--- src/rtl/toy_processor_pkg.sv ---
// Shared definitions for the toy accumulator processor: one-hot states and opcodes.
package toy_processor_pkg;

  typedef enum logic [5:0] {
    ST_FETCH_A = 6'b000001,
    ST_FETCH_B = 6'b000010,
    ST_OPND_A  = 6'b000100,
    ST_OPND_B  = 6'b001000,
    ST_EXEC    = 6'b010000,
    ST_WRITE   = 6'b100000
  } state_t;

  localparam logic [7:0] OP_LDI  = 8'h01;
  localparam logic [7:0] OP_ADDI = 8'h02;
  localparam logic [7:0] OP_STA  = 8'h04;
  localparam logic [7:0] OP_ANDI = 8'h08;
  localparam logic [7:0] OP_JMP  = 8'h10;
  localparam logic [7:0] OP_BRZ  = 8'h20;

endpackage

--- src/rtl/toy_alu.sv ---
// Combinational accumulator update; zero flag output exists only under TOYPROC_BRZ_EN.
module toy_alu
  import toy_processor_pkg::*;
(
  input  logic [7:0] i_acc,
  input  logic [7:0] i_opr,
  input  logic [7:0] i_ir,
`ifdef TOYPROC_BRZ_EN
  output logic       o_zero,
`endif
  output logic [7:0] o_acc_nxt
);

  always_comb begin
    o_acc_nxt = i_acc;
    case (i_ir)
      OP_LDI:  o_acc_nxt = i_opr;
      OP_ADDI: o_acc_nxt = i_acc + i_opr;
      OP_ANDI: o_acc_nxt = i_acc & i_opr;
      default: o_acc_nxt = i_acc;
    endcase
  end

`ifdef TOYPROC_BRZ_EN
  assign o_zero = (o_acc_nxt == '0);
`endif

endmodule

--- src/rtl/toy_processor.sv ---
// Six-state 8-bit accumulator processor with external byte memory.
// Define TOYPROC_BRZ_EN to add the Z flag and the BRZ (0x20) opcode.
module toy_processor
  import toy_processor_pkg::*;
#(
  parameter logic [7:0] PC_RESET = 8'h00
) (
  input  logic       CLK,
  input  logic       RESET,
  input  logic [7:0] D_IN,
  output logic [7:0] D_OUT,
  output logic [7:0] ADD,
  output logic       MEM_EN,
  output logic       RORW,
  output logic       S0,
  output logic       S1,
  output logic       S2,
  output logic       S3,
  output logic       S4,
  output logic       S5
);

  state_t     r_state, w_state_nxt;
  logic [7:0] r_pc, r_ir, r_opr, r_acc;
  logic [7:0] w_acc_nxt;
`ifdef TOYPROC_BRZ_EN
  logic       r_z, w_zero;
`endif

  toy_alu u_alu (
    .i_acc     (r_acc),
    .i_opr     (r_opr),
    .i_ir      (r_ir),
`ifdef TOYPROC_BRZ_EN
    .o_zero    (w_zero),
`endif
    .o_acc_nxt (w_acc_nxt)
  );

  always_ff @(posedge CLK or negedge RESET) begin
    if (!RESET) r_state <= ST_FETCH_A;
    else        r_state <= w_state_nxt;
  end

  always_ff @(posedge CLK or negedge RESET) begin
    if (!RESET) begin
      r_pc  <= PC_RESET;
      r_ir  <= '0;
      r_opr <= '0;
      r_acc <= '0;
`ifdef TOYPROC_BRZ_EN
      r_z   <= 1'b1;
`endif
    end else begin
      case (r_state)
        ST_FETCH_B: begin
          r_ir <= D_IN;
          r_pc <= r_pc + 8'd1;
        end
        ST_OPND_B: begin
          r_opr <= D_IN;
          r_pc  <= r_pc + 8'd1;
        end
        ST_EXEC: begin
          // ALU passes ACC through for non-arithmetic opcodes, so Z stays consistent.
          r_acc <= w_acc_nxt;
`ifdef TOYPROC_BRZ_EN
          r_z   <= w_zero;
          if (r_ir == OP_JMP || (r_ir == OP_BRZ && r_z)) r_pc <= r_opr;
`else
          if (r_ir == OP_JMP) r_pc <= r_opr;
`endif
        end
        default: ;
      endcase
    end
  end

  always_comb begin
    w_state_nxt = ST_FETCH_A;
    ADD         = r_pc;
    MEM_EN      = 1'b1;
    RORW        = 1'b1;
    case (r_state)
      ST_FETCH_A: w_state_nxt = ST_FETCH_B;
      ST_FETCH_B: w_state_nxt = ST_OPND_A;
      ST_OPND_A:  w_state_nxt = ST_OPND_B;
      ST_OPND_B:  w_state_nxt = ST_EXEC;
      ST_EXEC: begin
        ADD         = r_opr;
        MEM_EN      = 1'b0;
        w_state_nxt = (r_ir == OP_STA) ? ST_WRITE : ST_FETCH_A;
      end
      ST_WRITE: begin
        ADD  = r_opr;
        RORW = 1'b0;
      end
      default: w_state_nxt = ST_FETCH_A;
    endcase
  end

  assign {S5, S4, S3, S2, S1, S0} = r_state;
  assign D_OUT = r_acc;

endmodule

--- config.mk ---
export PLATFORM = sky130hd
export DESIGN_NAME = toy_processor
export DESIGN_NICKNAME = d
export VERILOG_FILES = /design/src/rtl/toy_processor_pkg.sv /design/src/rtl/toy_alu.sv /design/src/rtl/toy_processor.sv
export SDC_FILE = /design/constraint.sdc
export NUM_CORES = 1
export LEC_CHECK = 0
export ABC_AREA = 1
export ABC_CLOCK_PERIOD_IN_PS = 2300
export CAP_MARGIN = 20
export CORE_MARGIN = 4
export CORE_UTILIZATION = 40
export CTS_CLUSTER_DIAMETER = 150
export DETAILED_ROUTE_END_ITERATION = 8
export GPL_ROUTABILITY_DRIVEN = 1
export PLACE_DENSITY = 0.64
export SLEW_MARGIN = 20
export SYNTH_ARGS = -nofsm -noshare
export SYNTH_HDL_FRONTEND = slang
export SYNTH_SLANG_ARGS = --single-unit
--- constraint.sdc ---
create_clock -name CLK -period 2.3 [get_ports CLK]
set_clock_uncertainty 0.1 [all_clocks]
set_input_delay 0.345 -clock CLK [delete_from_list [all_inputs] [get_ports CLK]]
set_output_delay 0.345 -clock CLK [all_outputs]
set_load 0.1 [all_outputs]
**Word-level counts from Yosys, hierarchy flattened**

Index checks and enable logic that the tools add are counted.

- Register bits: 38
- Logic and storage cells: 34

- $add $sub $neg: 2
- Reduce and logical (&&, ||, !) cells: 6
- Bitwise operators: 1
- Equal/unequal tests: 12
- Multiplexer cells: 8

Operator list:

| kind | number |
|---|---|
| $pmux W6 S5 | 1 |
| $pmux W8 S3 | 1 |
| $mux W8 | 2 |
| $pmux W8 S2 | 1 |
| $add A8 B1 Y8 const B | 1 |
| $add A8 B8 Y8 | 1 |
| $and A8 B8 Y8 | 1 |
| $eq A8 B1 Y1 const B | 1 |
| $eq A8 B2 Y1 const B | 1 |
| $eq A8 B3 Y1 const B | 1 |
| $eq A8 B4 Y1 const B | 1 |
| $eq A8 B5 Y1 const B | 1 |
| $eq A6 B1 Y1 const B | 1 |
| $eq A6 B2 Y1 const B | 1 |
| $eq A6 B3 Y1 const B | 1 |
| $eq A6 B4 Y1 const B | 1 |
| $eq A6 B5 Y1 const B | 1 |
| $eq A6 B6 Y1 const B | 1 |
| $mux W6 | 1 |
| $reduce_and A2 Y1 | 2 |
| $reduce_or A2 Y1 | 2 |
| $reduce_bool A3 Y1 | 1 |
| $mux W1 | 2 |
| $ne A2 B2 Y1 const B | 1 |
| $reduce_bool A2 Y1 | 1 |

**Longest topological paths before layout**

Gate-level depths: netlist (run 1).

- Depth after elaboration: 4
- Gate-level depth with buffers: 11
- Gate-level depth less buffers: 11

**Hierarchy**

Synthesis (run 1) repeated with hierarchy kept, for this count alone.

- Cell total of the unflattened synthesis: 364
- Area total of the unflattened synthesis: 2,637.5 sq um

Modules (own cells, without submodules):

| module | area an instance (sq um) | cells an instance | instances | seq. area each (sq um) |
|---|---|---|---|---|
| toy_processor | 1,970.6 | 245 | 1 | 952.2 |
| toy_alu | 666.9 | 119 | 1 | 0.0 |

**Worst setup path before layout (run 1)**

OpenSTA, ideal clock, no wires.

- Path type: register to output
- From: register r_state[1]
- To: output ADD[0]
- Stages on the path, launching flop included: 7
- Buffers on the path: 1
- Path slack: -2.706 ns
- Arrival: 4.561 ns
- Data required time: 1.855 ns
- Cells stage by stage: dfrtp_1 nor2_2 and2_4 nand3_1 nand2_2 buf_2 o21ai_0

- Cells in the longest elaborated chain, start to end: 3
- Elaborated cells on any way between the ends: 4
- Those cells by class: eq/ne (2); mux (1); reduce/logical (1)

RTL lines:

| item | RTL line | RTL |
|---|---|---|
| from (decl) | toy_processor.sv:23 | `state_t r_state, w_state_nxt;` |
| from (signal assigned) | toy_processor.sv:42 | `else r_state <= w_state_nxt;` |
| $eq A6 B5 Y1 / $eq A6 B6 Y1 (equally long branches) | toy_processor.sv:84 | `case (r_state)` |
| $reduce_or A2 Y1 (no source line) (*) | - |  |
| $mux W8 (*) | toy_processor.sv:84 |  |
| to (decl) | toy_processor.sv:12 | `output logic [7:0] ADD,` |

Every way passes the cells marked *; elsewhere a longest branch is shown, timed or not.

**Final worst setup path (run 1)**

- From: register r_state[0]
- To: output ADD[0]

The elaborated chain is that of the path after synthesis.

==> results.txt, run 1 <==
status: completed
die area: 7410 um2
relative max-transition margin: 74.5%
max-cap viol count: 0
GPL Wtd Cong: 0.884
Cell Chain, Critical Path: nor2_4, and2_4, nand2_8, nand2_8, o21ai_4, buf_12
RSZ-0062 raised after global routing: no
vias per cell: 4.97
crit path kind: reg -> out
final antenna-violating net count: 0
Area contributors post-synth: dfrtp_1 (38%), nand2_1 (14%), nand3_1 (8.0%), inv_1 (7.7%), o21ai_0 (7.2%)
Area Growth Syn to Fin: 33.9%
Initial Utilization: 41.2%
antenna violations before repair: 0
Critical Path End Type: output pin
flop2flop setup slack: 440 ps
Initial DRC Count: 71
syn nets: 355
Sw Pwr: 2.15 mW
worst slew pin tran: 382 ps
HPWL after DPL: 4.73 mm
via count: 2266
WL/cell: 13.2 um
Yosys warning count: 0
FP Rows: 28
Worst path most repeated cell: nand2_8
Total Nets Final: 400
sequential area share after synthesis: 39.1%
Final Hold Violating Endpoints: 0
setup TNS: 0 ps
num ports: 34
area share of the largest cell type after synthesis: 38.0%
post-synthesis cell type count: 33
pre-CTS setup slack: 194 ps
root buf cell: clkbuf_8
IO Port Bufs: 33
Avg Synthesized Cell Area: 7.28 um2
GRT Residual Overflow: 0
Register Area: 962 um2
cell area power density: 1340 nW/um2
Fill cells: 562
CTS tree: yes
Chip Height: 86.1 um
Overall Power: 4.38 mW
largest net degree at the start of global routing: 19
sw frac: 49.0%
min cycle time layout: 2240 ps
max-slew violations: 0
Clock transition at path regs: 80 ps
Critical Path Fanout Max: 14
Placed Cells: 445
first drt pass iteration count: 5
final std cells w/o fill: 456
CP peak stage delay: 650 ps
Worst Path Arrival: 1800 ps
worst-skew pair later-pin latency: 290 ps
core area: 5920 um2
Max VDD drop: 0.699 mV
fin crit share: 97.6%
multi-input logic area: 1390 um2
Yosys top cell by area: dfrtp_1
Max clock buf depth: 2
HP Class: reg -> reg
CTS HTree Levels: 2
worst path required time: 1860 ps
Reg power frac: 26.8%
startpoint types: flop
vias in the first global route: 2146
die width: 86.1 um
Post-Route WL: 6.00 mm
internal power: 2.23 mW
flops & latches, synth: 38
total track usage: 17.3%
Post-Syn Area: 2440 um2
FMAX: 446 MHz
n_diodes: 0
CTS sink cnt: 38
CTS Buf Count: 5
# setup viols final: 0
Residual DRC: 0
Gate Count Post-Synth: 335
clock power share: 15.6%
Final WS setup: 55.6 ps
share of cells above drive strength 1: 20.7%
Comb pwr share: 57.6%
first-pass GRT wire length: 10.2 mm
leakage power: 1.67 nW
slowest cell on the critical path: dfstp_4
[area by class of cell]
class                      instances  area share [%]
multi-input combinational        238            42.6
sequential                        38            29.5
timing repair buffer              45            14.8
inverter                          52            6.06
tap                               75            2.88
clock buffer                       5            2.11
clock inverter                     3            2.11
[critical path: cells and delay by family (launching register included)]
kind            cells  cell delay [ps]
flops               1              650
simple gates        4              480
compound gates      1              190
buf+inv             1              190
[cells in the mapped netlist (all sizes together)]
cell type / n
ha: 9
or2: 3
o211ai: 3
o31ai: 1
nand3: 42
and2: 1
o21ai: 36
nor2: 18
nor3: 2
inv: 52
nand3b: 3
dfrtp: 37
dfstp: 1
nand4: 6
a21oi: 9
xor2: 3
fa: 1
nand2: 99
buf: 6
xnor2: 1
clkbuf: 2
[power by group through the flow]
stage	combinational (mW)	clock, mW	sequential, mW
2_1_floorplan	1.53	0	1.39
4_1_cts	2.54	0.695	1.17
3_5_place_dp	2.52	0	1.18
6_report	2.52	0.683	1.17
5_1_grt	2.74	0.720	1.20
3_3_place_gp	2.49	0	1.17
[worst paths after layout]
kind / startpoint / to / cells after the start
worst max-delay path: r_state[0] / ADD[0] / 6
worst min-delay path: r_ir[6] / r_ir[6] / 2
worst max register to register: r_state[2] / r_pc[2] / 8
worst min register to register: r_ir[6] / r_ir[6] / 2
max in group asynchronous: RESET / r_opr[5] / 3
min in group asynchronous: RESET / r_state[1] / 2
[state kept, by name, summed over array words and instances, names as in the netlist]
register and cells:
D_OUT 8, r_ir 8, r_state 6, r_pc 8, r_opr 8
[routing by layer]
layer	up-vias	wire (um)	GRT usage, %
met5	-	0	0
li1	1176	-	-
met3	6	247	2.50
met1	1046	2800	23.3
met2	38	2870	29.0
met4	0	82	4.75
[cells in the final DEF (no fill, tap or decap), types with 2 or more instances in the layout]
| cell type | synthesis | final |
|---|---|---|
| nand3b_1 | 3 | 3 |
| clkdlybuf4s50_1 | 0 | 8 |
| dfrtp_2 | 0 | 5 |
| nand3_2 | 3 | 3 |
| nand2_8 | 0 | 3 |
| nand4_1 | 5 | 5 |
| nand3_1 | 39 | 38 |
| o21ai_0 | 35 | 27 |
| o211ai_1 | 3 | 3 |
| or2_0 | 2 | 2 |
| clkbuf_8 | 0 | 5 |
| nor3_1 | 2 | 2 |
| nand2_2 | 4 | 3 |
| o21ai_4 | 0 | 8 |
| nor2_2 | 3 | 2 |
| nor2_4 | 2 | 3 |
| dfrtp_1 | 37 | 32 |
| buf_12 | 0 | 10 |
| nand2_1 | 93 | 93 |
| xor2_1 | 3 | 3 |
| ha_1 | 9 | 9 |
| buf_4 | 2 | 25 |
| a21oi_1 | 9 | 9 |
| inv_1 | 50 | 50 |
| bufinv_16 | 0 | 2 |
| nor2_1 | 13 | 13 |
[logic make-up (layout without fill, tap and decap cells)]
group                      Yosys count  after routing  synth area share (%)
adders and majority gates           10             10                  5.44
buffers and inverters               60            105                  10.1
xor gates and xnor gates             4              4                  1.44
DFF                                 38             38                  39.1
AOI/OAI and AO/OA                   49             49                  10.5
and+or+nand+nor                    174            175                  33.5
[metrics by stage]
step                hold slack, ps  utilization [%]  instance area (um2)
floorplan                    -50.6                -                 2570
global placement               193             51.9                 3070
detailed placement             185             51.9                 3070
CTS                            394             55.0                 3260
global route                   438             55.1                 3260
finish                         391             55.1                 3260
[what timing repair did]
action / in CTS / in global routing
endpoints found under the setup margin: 8 / 3
hold buffers: 1 / 0
resized for setup: 3 / 0
pin swaps: 1 / 0
gates cloned: 1 / 0
buffers inserted: 0 / 1
hold endpoints to repair: 15 / 0
Note: power is estimated with default switching activity, not from simulation.
==> run 2, diff against run 1 <==
ABC_AREA = default   (was 1)
PLACE_DENSITY = 0.65   (was 0.64)
==> run 2 against run 1 <==
  * Synthesized cell count fell by 21%
  * Final area is 6.1% lower
  * Global-route usage is 0.35 points lower
  * Clock power decreased by 30%
  * Core utilization up 0.19 points
  * Combinational power decreased by 6%
  * Flip-flop and latch count is the same
  * Critical endpoint is now ADD[2]
==> results.txt, run 2 <==
HP Class: reg -> reg
Avg Synthesized Cell Area: 8.69 um2 (+19%)
IO Port Bufs: 33 (unchanged)
die area: 7060 um2 (-4.7%)
Worst Path Arrival: 1840 ps (+40 ps)
relative max-transition margin: 61.7% (-13 points)
clock power share: 11.7% (-3.9 points)
Initial DRC Count: 180 (+150%)
multiplexer share of the synthesized area: 3.84% (+3.8 points)
Final WS setup: 18.3 ps (-37.3 ps)
CTS tree: yes
Adder-Cell Fraction of Synth Area: 5.74% (+0.29 points)
worst-skew pair later-pin latency: 290 ps (about the same)
Worst Hold Depth: 2 (unchanged)
antenna violations before repair: 0 (unchanged)
Area contributors post-synth: dfrtp_1 (40%), nand2_1 (9.4%), ha_1 (4.9%), o21ai_0 (4.1%), a21oi_1 (3.9%)
Commonest cells post-synth: nand2_1 (58), dfrtp_1 (37), o21ai_0 (19)
Area Growth Syn to Fin: 32.5%
max-cap viol count: 0 (unchanged)
Post-Synth Simple-Gate Area: 25.7% (-7.8 points)
max-slew violations: 0 (unchanged)
pre-CTS setup slack: 137 ps (-57.1 ps)
startpoint types: flop
die width: 84.0 um (-2.4%)
CTS sink cnt: 38 (unchanged)
Post-Route WL: 5.86 mm (-2.4%)
GRT Residual Overflow: 0 (unchanged)
Reg power frac: 30.3% (+3.5 points)
largest family of logic cells by synthesized area: simple AND/OR/NAND/NOR gates
Gate Count Post-Synth: 266 (-21%)
num ports: 34 (unchanged)
Total Nets Final: 339 (-15%)
Max clock buf depth: 2 (unchanged)
Final Hold Violating Endpoints: 0 (unchanged)
crit path kind: reg -> out
compound-cell area share of the yosys netlist: 18.3% (+7.9 points)
vias in the first global route: 2000 (-6.8%)
Sw Pwr: 2.03 mW (-5.3%)
final core occ: 55.3% (+0.19 points)
Residual DRC: 0 (unchanged)
Post-Syn Area: 2310 um2 (-5.1%)
Comb pwr share: 58.0% (+0.4 points)
worst path required time: 1860 ps (about the same)
fin crit share: 99.2% (+1.6 points)
Critical Path End Type: output pin
post-synthesis cell type count: 53 (+61%)
Initial Utilization: 41.7% (+0.57 points)
HPWL after DPL: 4.45 mm (-5.9%)
flops & latches, synth: 38 (unchanged)
worst slew pin tran: 575 ps (+193 ps)
Chip Height: 84.0 um (-2.4%)
syn nets: 286 (-19%)
Post-synth EDFFs: 0 (unchanged)
status: completed
CTS Buf Count: 5 (unchanged)
XOR/XNOR share of the synthesized area: 1.52% (+0.078 points)
Max VDD drop: 0.716 mV (+2.5%)
first-pass GRT wire length: 9.74 mm (-4.1%)
commonest cells after routing, fill and taps aside: nand2_1 (58), buf_4 (34), dfrtp_1 (30)
count leader, synth: nand2_1
total track usage: 17.0% (-0.35 points)
via count: 2131 (-6.0%)
first drt pass iteration count: 4 (-1)
min cycle time layout: 2280 ps (+37.3 ps)
CTS HTree Levels: 2 (unchanged)
FP Rows: 27 (-3.6%)
Yosys warning count: 0 (unchanged)
sw frac: 49.5% (+0.49 points)
Worst R2R Path Depth: 7 (-1)
RSZ-0062 raised after global routing: yes
ys async rst share: 100% (unchanged)
n_diodes: 0 (unchanged)
largest net degree at the start of global routing: 26 (+7)
WL/cell: 14.9 um (+14%)
area share of the largest cell type after synthesis: 40.0% (+2.1 points)
final antenna-violating net count: 0 (unchanged)
Main synth FF type: dfrtp_1
sequential area share after synthesis: 41.2% (+2.1 points)
FMAX: 438 MHz (-1.6%)
share of cells above drive strength 1: 25.0% (+4.3 points)
Yosys top cell by area: dfrtp_1
core area: 5540 um2 (-6.4%)
vias per cell: 5.44 (+9.4%)
leakage power: 1.41 nW (-16%)
GPL Wtd Cong: 0.913 (+3.3%)
root buf cell: clkbuf_8
commonest non-fill, non-tap cell in the layout: nand2_1
internal power: 2.07 mW (-7.1%)
Clock transition at path regs: 70 ps (about the same)
Overall Power: 4.10 mW (-6.2%)
# setup viols final: 0 (unchanged)
Critical Path Fanout Max: 9 (-5)
cell area power density: 1340 nW/um2 (-0.11%)
## run 2: cell count changes in the layout (fill, tap and decap cells not counted), sizes merged, moves of 5 or more
cell	change
nor2	-5
nand3	-35
nor4	+5
nand2	-42
buf	+9
a22oi	+7
inv	-40
mux2	+7
o21ai	-12
a21oi	+9
## run 2: worst max-delay path, stage by stage (launching register included)
cell	delay (ps)
dfrtp_4	490
nor4_4	290
buf_4	170
o21ai_4	100
mux2_4	330
buf_12	170
## run 2: cells by family (layout without fill, tap and decap cells)
kind of cell,Yosys count,count (layout)
DFF,38,38
buffers and inverters,21,75
xor gates and xnor gates,4,4
and+or+nand+nor,117,117
adders and majority gates,10,10
AOI/OAI and AO/OA,68,68
muxes,8,8
## run 2: area by class of cell
class,instances,area [um2]
clock inverters,2,12.5
multi-input cells,207,1310
clock buffers,6,82.6
flip-flops and latches,38,968
fillers,526,2480
well taps,72,90.1
inverters,13,51.3
repair buffers,54,551
## run 2: routing by layer
layer | GRT usage [%] | vias up | part of all wire, %
li1 | - | 1052 | -
met1 | 22.4 | 1029 | 45
met2 | 28.6 | 45 | 50
met3 | 2.96 | 5 | 3.9
met4 | 4.24 | 0 | 0.79
met5 | 0 | - | 0
## run 2: worst paths after layout
check / from / to / slack, ps
worst max-delay path: r_state[1] / ADD[2] / 20
worst min-delay path: r_ir[5] / r_ir[5] / 410
worst max register to register: r_state[1] / D_OUT[4] / 70
worst min register to register: r_ir[5] / r_ir[5] / 410
max in group asynchronous: RESET / D_OUT[6] / 1050
min in group asynchronous: RESET / r_pc[3] / 470
## run 2: power by group through the flow
stage / Sequential [mW] / Clock (mW) / Combinational, mW
3_5_place_dp: 1.27 / 0 / 2.31
6_report: 1.24 / 0.480 / 2.38
4_1_cts: 1.24 / 0.493 / 2.38
3_3_place_gp: 1.26 / 0 / 2.28
2_1_floorplan: 1.45 / 0 / 1.39
5_1_grt: 1.29 / 0.525 / 2.57
## run 2: through the flow
step	setup TNS (ps)	hold slack, ps	std cells	instance area, um2
detailed placement	0	276	378	2910
global route	-329	442	392	3060
CTS	-11.4	409	391	3060
global placement	0	274	378	2910
finish	0	411	392	3060
floorplan	-118	-50.6	266	2370
## run 2: repair_timing
item,in CTS,in global routing
endpoints found under the hold margin,22,0
pin swaps,1,0
resized for setup,1,0
hold buffers,1,0
setup buffers,4,1
gates cloned,0,0
setup endpoints to repair,8,8
==> run 3, diff against run 2 <==
ABC_CLOCK_PERIOD_IN_PS = default   (was 2300)
MAX_ROUTING_LAYER = met4   (was default)
==> run 3 against run 2 <==
  * Combinational power about the same
  * Clock-buffer cell count stayed put
  * Largest power group unchanged
  * Global-route usage rose by 0.47 points
  * Sequential power about the same
  * Power hardly changed
  * Sequential share of layout area did not move
  * Flip-flop and latch count stayed put
  * Clock power about the same
  * Die area stayed put
  * Cell count did not move
  * Setup slack got worse by 1.7 ps
==> results.txt, run 3 (synthesis gave the netlist of run 2 again) <==
Critical Path End Type: output pin
final hold slack: 414 ps (+2.78 ps)
internal power: 2.07 mW (about the same)
# setup viols final: 0 (unchanged)
commonest cells after routing, fill and taps aside: nand2_1 (58), buf_4 (34), dfrtp_1 (30)
max-cap viol count: 0 (unchanged)
first-pass GRT wire length: 9.73 mm (about the same)
total track usage: 17.4% (+0.47 points)
max-slew violations: 0 (unchanged)
WP buf/inv: 2 (unchanged)
Crit. path cell count: 5 (unchanged)
WL/cell: 14.9 um (about the same)
cell area power density: 1340 nW/um2 (about the same)
pre-CTS setup slack: 137 ps (unchanged)
leakage power: 1.41 nW (unchanged)
die width: 84.0 um (unchanged)
die area: 7060 um2 (unchanged)
Worst Path Arrival: 1840 ps (about the same)
Residual DRC: 0 (unchanged)
Critical Path Fanout Max: 9 (unchanged)
IO Port Bufs: 33 (unchanged)
CTS Buf Count: 5 (unchanged)
CTS HTree Levels: 2 (unchanged)
root buf cell: clkbuf_8
Sw Pwr: 2.03 mW (about the same)
Max clock buf depth: 2 (unchanged)
worst-skew pair later-pin latency: 290 ps (about the same)
CP peak stage delay: 490 ps (about the same)
first drt pass iteration count: 5 (+1)
Max VDD drop: 0.716 mV (about the same)
Final Cell Area: 3060 um2 (unchanged)
CTS tree: yes
CTS sink cnt: 38 (unchanged)
Clock transition at path regs: 70 ps (about the same)
Final Hold Violating Endpoints: 0 (unchanged)
Final WS setup: 16.6 ps (-1.67 ps)
slowest cell on the critical path: dfrtp_4
HPWL after DPL: 4.45 mm (unchanged)
startpoint types: flop
relative max-transition margin: 61.7% (+0.086 points)
GRT Residual Overflow: 0 (unchanged)
status: completed
worst path required time: 1860 ps (about the same)
setup TNS: 0 ps (unchanged)
core area: 5540 um2 (unchanged)
via count: 2148 (+0.80%)
HP Class: reg -> reg
crit path kind: reg -> out
antenna violations before repair: 0 (unchanged)
Reg power frac: 30.3% (about the same)
Worst R2R Path Depth: 7 (unchanged)
Total Nets Final: 339 (unchanged)
vias per cell: 5.48 (+0.80%)
worst slew pin tran: 574 ps (-1.29 ps)
Worst Hold Depth: 2 (unchanged)
min cycle time layout: 2280 ps (+1.67 ps)
Initial DRC Count: 157 (-13%)
clock power share: 11.7% (about the same)
Crit path max-delay family: flip-flops
GPL Wtd Cong: 0.929 (+1.7%)
RSZ-0062 raised after global routing: yes
Cell Chain, Critical Path: nor4_4, buf_4, o21ai_4, mux2_4, buf_12
Post-Route WL: 5.85 mm (about the same)
FP Rows: 27 (unchanged)
n_diodes: 0 (unchanged)
Initial Utilization: 41.7% (unchanged)
share of cells above drive strength 1: 25.0% (unchanged)
num ports: 34 (unchanged)
commonest non-fill, non-tap cell in the layout: nand2_1
FMAX: 438 MHz (about the same)
vias in the first global route: 1997 (-0.15%)
largest net degree at the start of global routing: 26 (unchanged)
Comb pwr share: 58.1% (about the same)
final antenna-violating net count: 0 (unchanged)
final core occ: 55.3% (unchanged)
sw frac: 49.5% (about the same)
Area after DPL: 2910 um2 (unchanged)
Chip Height: 84.0 um (unchanged)
fin crit share: 99.3% (about the same)
Area Growth Syn to Fin: 32.5% (unchanged)
[run 3: worst paths after layout]
path                       startpoint       end  slack [ps]
min in group asynchronous       RESET   r_pc[3]         480
max                        r_state[1]    ADD[2]          20
max in group asynchronous       RESET  D_OUT[6]        1050
max reg2reg                r_state[1]  D_OUT[4]          70
min                           r_ir[5]   r_ir[5]         410
min reg2reg                   r_ir[5]   r_ir[5]         410
[run 3: power groups by stage]
stage | clock [mW] | sequential, mW | combinational, mW
floorplan | 0 | 1.45 | 1.39
global route | 0.527 | 1.29 | 2.57
finish | 0.479 | 1.24 | 2.38
global placement | 0 | 1.26 | 2.28
detailed placement | 0 | 1.27 | 2.31
CTS | 0.493 | 1.24 | 2.38
[run 3: timing repair]
action / in CTS / in global routing
gates resized for setup: 1 / 0
buffers inserted: 4 / 1
setup endpoints to repair: 8 / 8
hold buffers: 1 / 0
pin swaps: 1 / 0
endpoints found under the hold margin: 22 / 0
[run 3: cell type report]
class / instances / area (um2)
clock buffers: 6 / 82.6
clock inverters: 2 / 12.5
fillers: 526 / 2480
inverters: 13 / 51.3
multi-input cells: 207 / 1310
flip-flops and latches: 38 / 968
well taps: 72 / 90.1
repair buffers: 54 / 551
[run 3: worst min-delay path, cell delays in order (launching register included)]
cell and delay [ps]:
dfrtp_1 370, nand2_1 60, nand2_1 60
[run 3: per-layer routing]
metal,global-route usage (%),up-vias,part of all wire [%]
li1,-,1052,-
met1,22.5,1037,45
met2,28.6,54,50
met3,2.96,5,4.2
met4,4.24,0,0.77
met5,-,-,0
[run 3: stage by stage]
| stage | cells | total power, mW |
|---|---|---|
| 2_1_floorplan | 266 | 2.85 |
| 3_3_place_gp | 378 | 3.54 |
| 3_5_place_dp | 378 | 3.58 |
| 4_1_cts | 391 | 4.11 |
| 5_1_grt | 392 | 4.38 |
| 6_report | 392 | 4.11 |
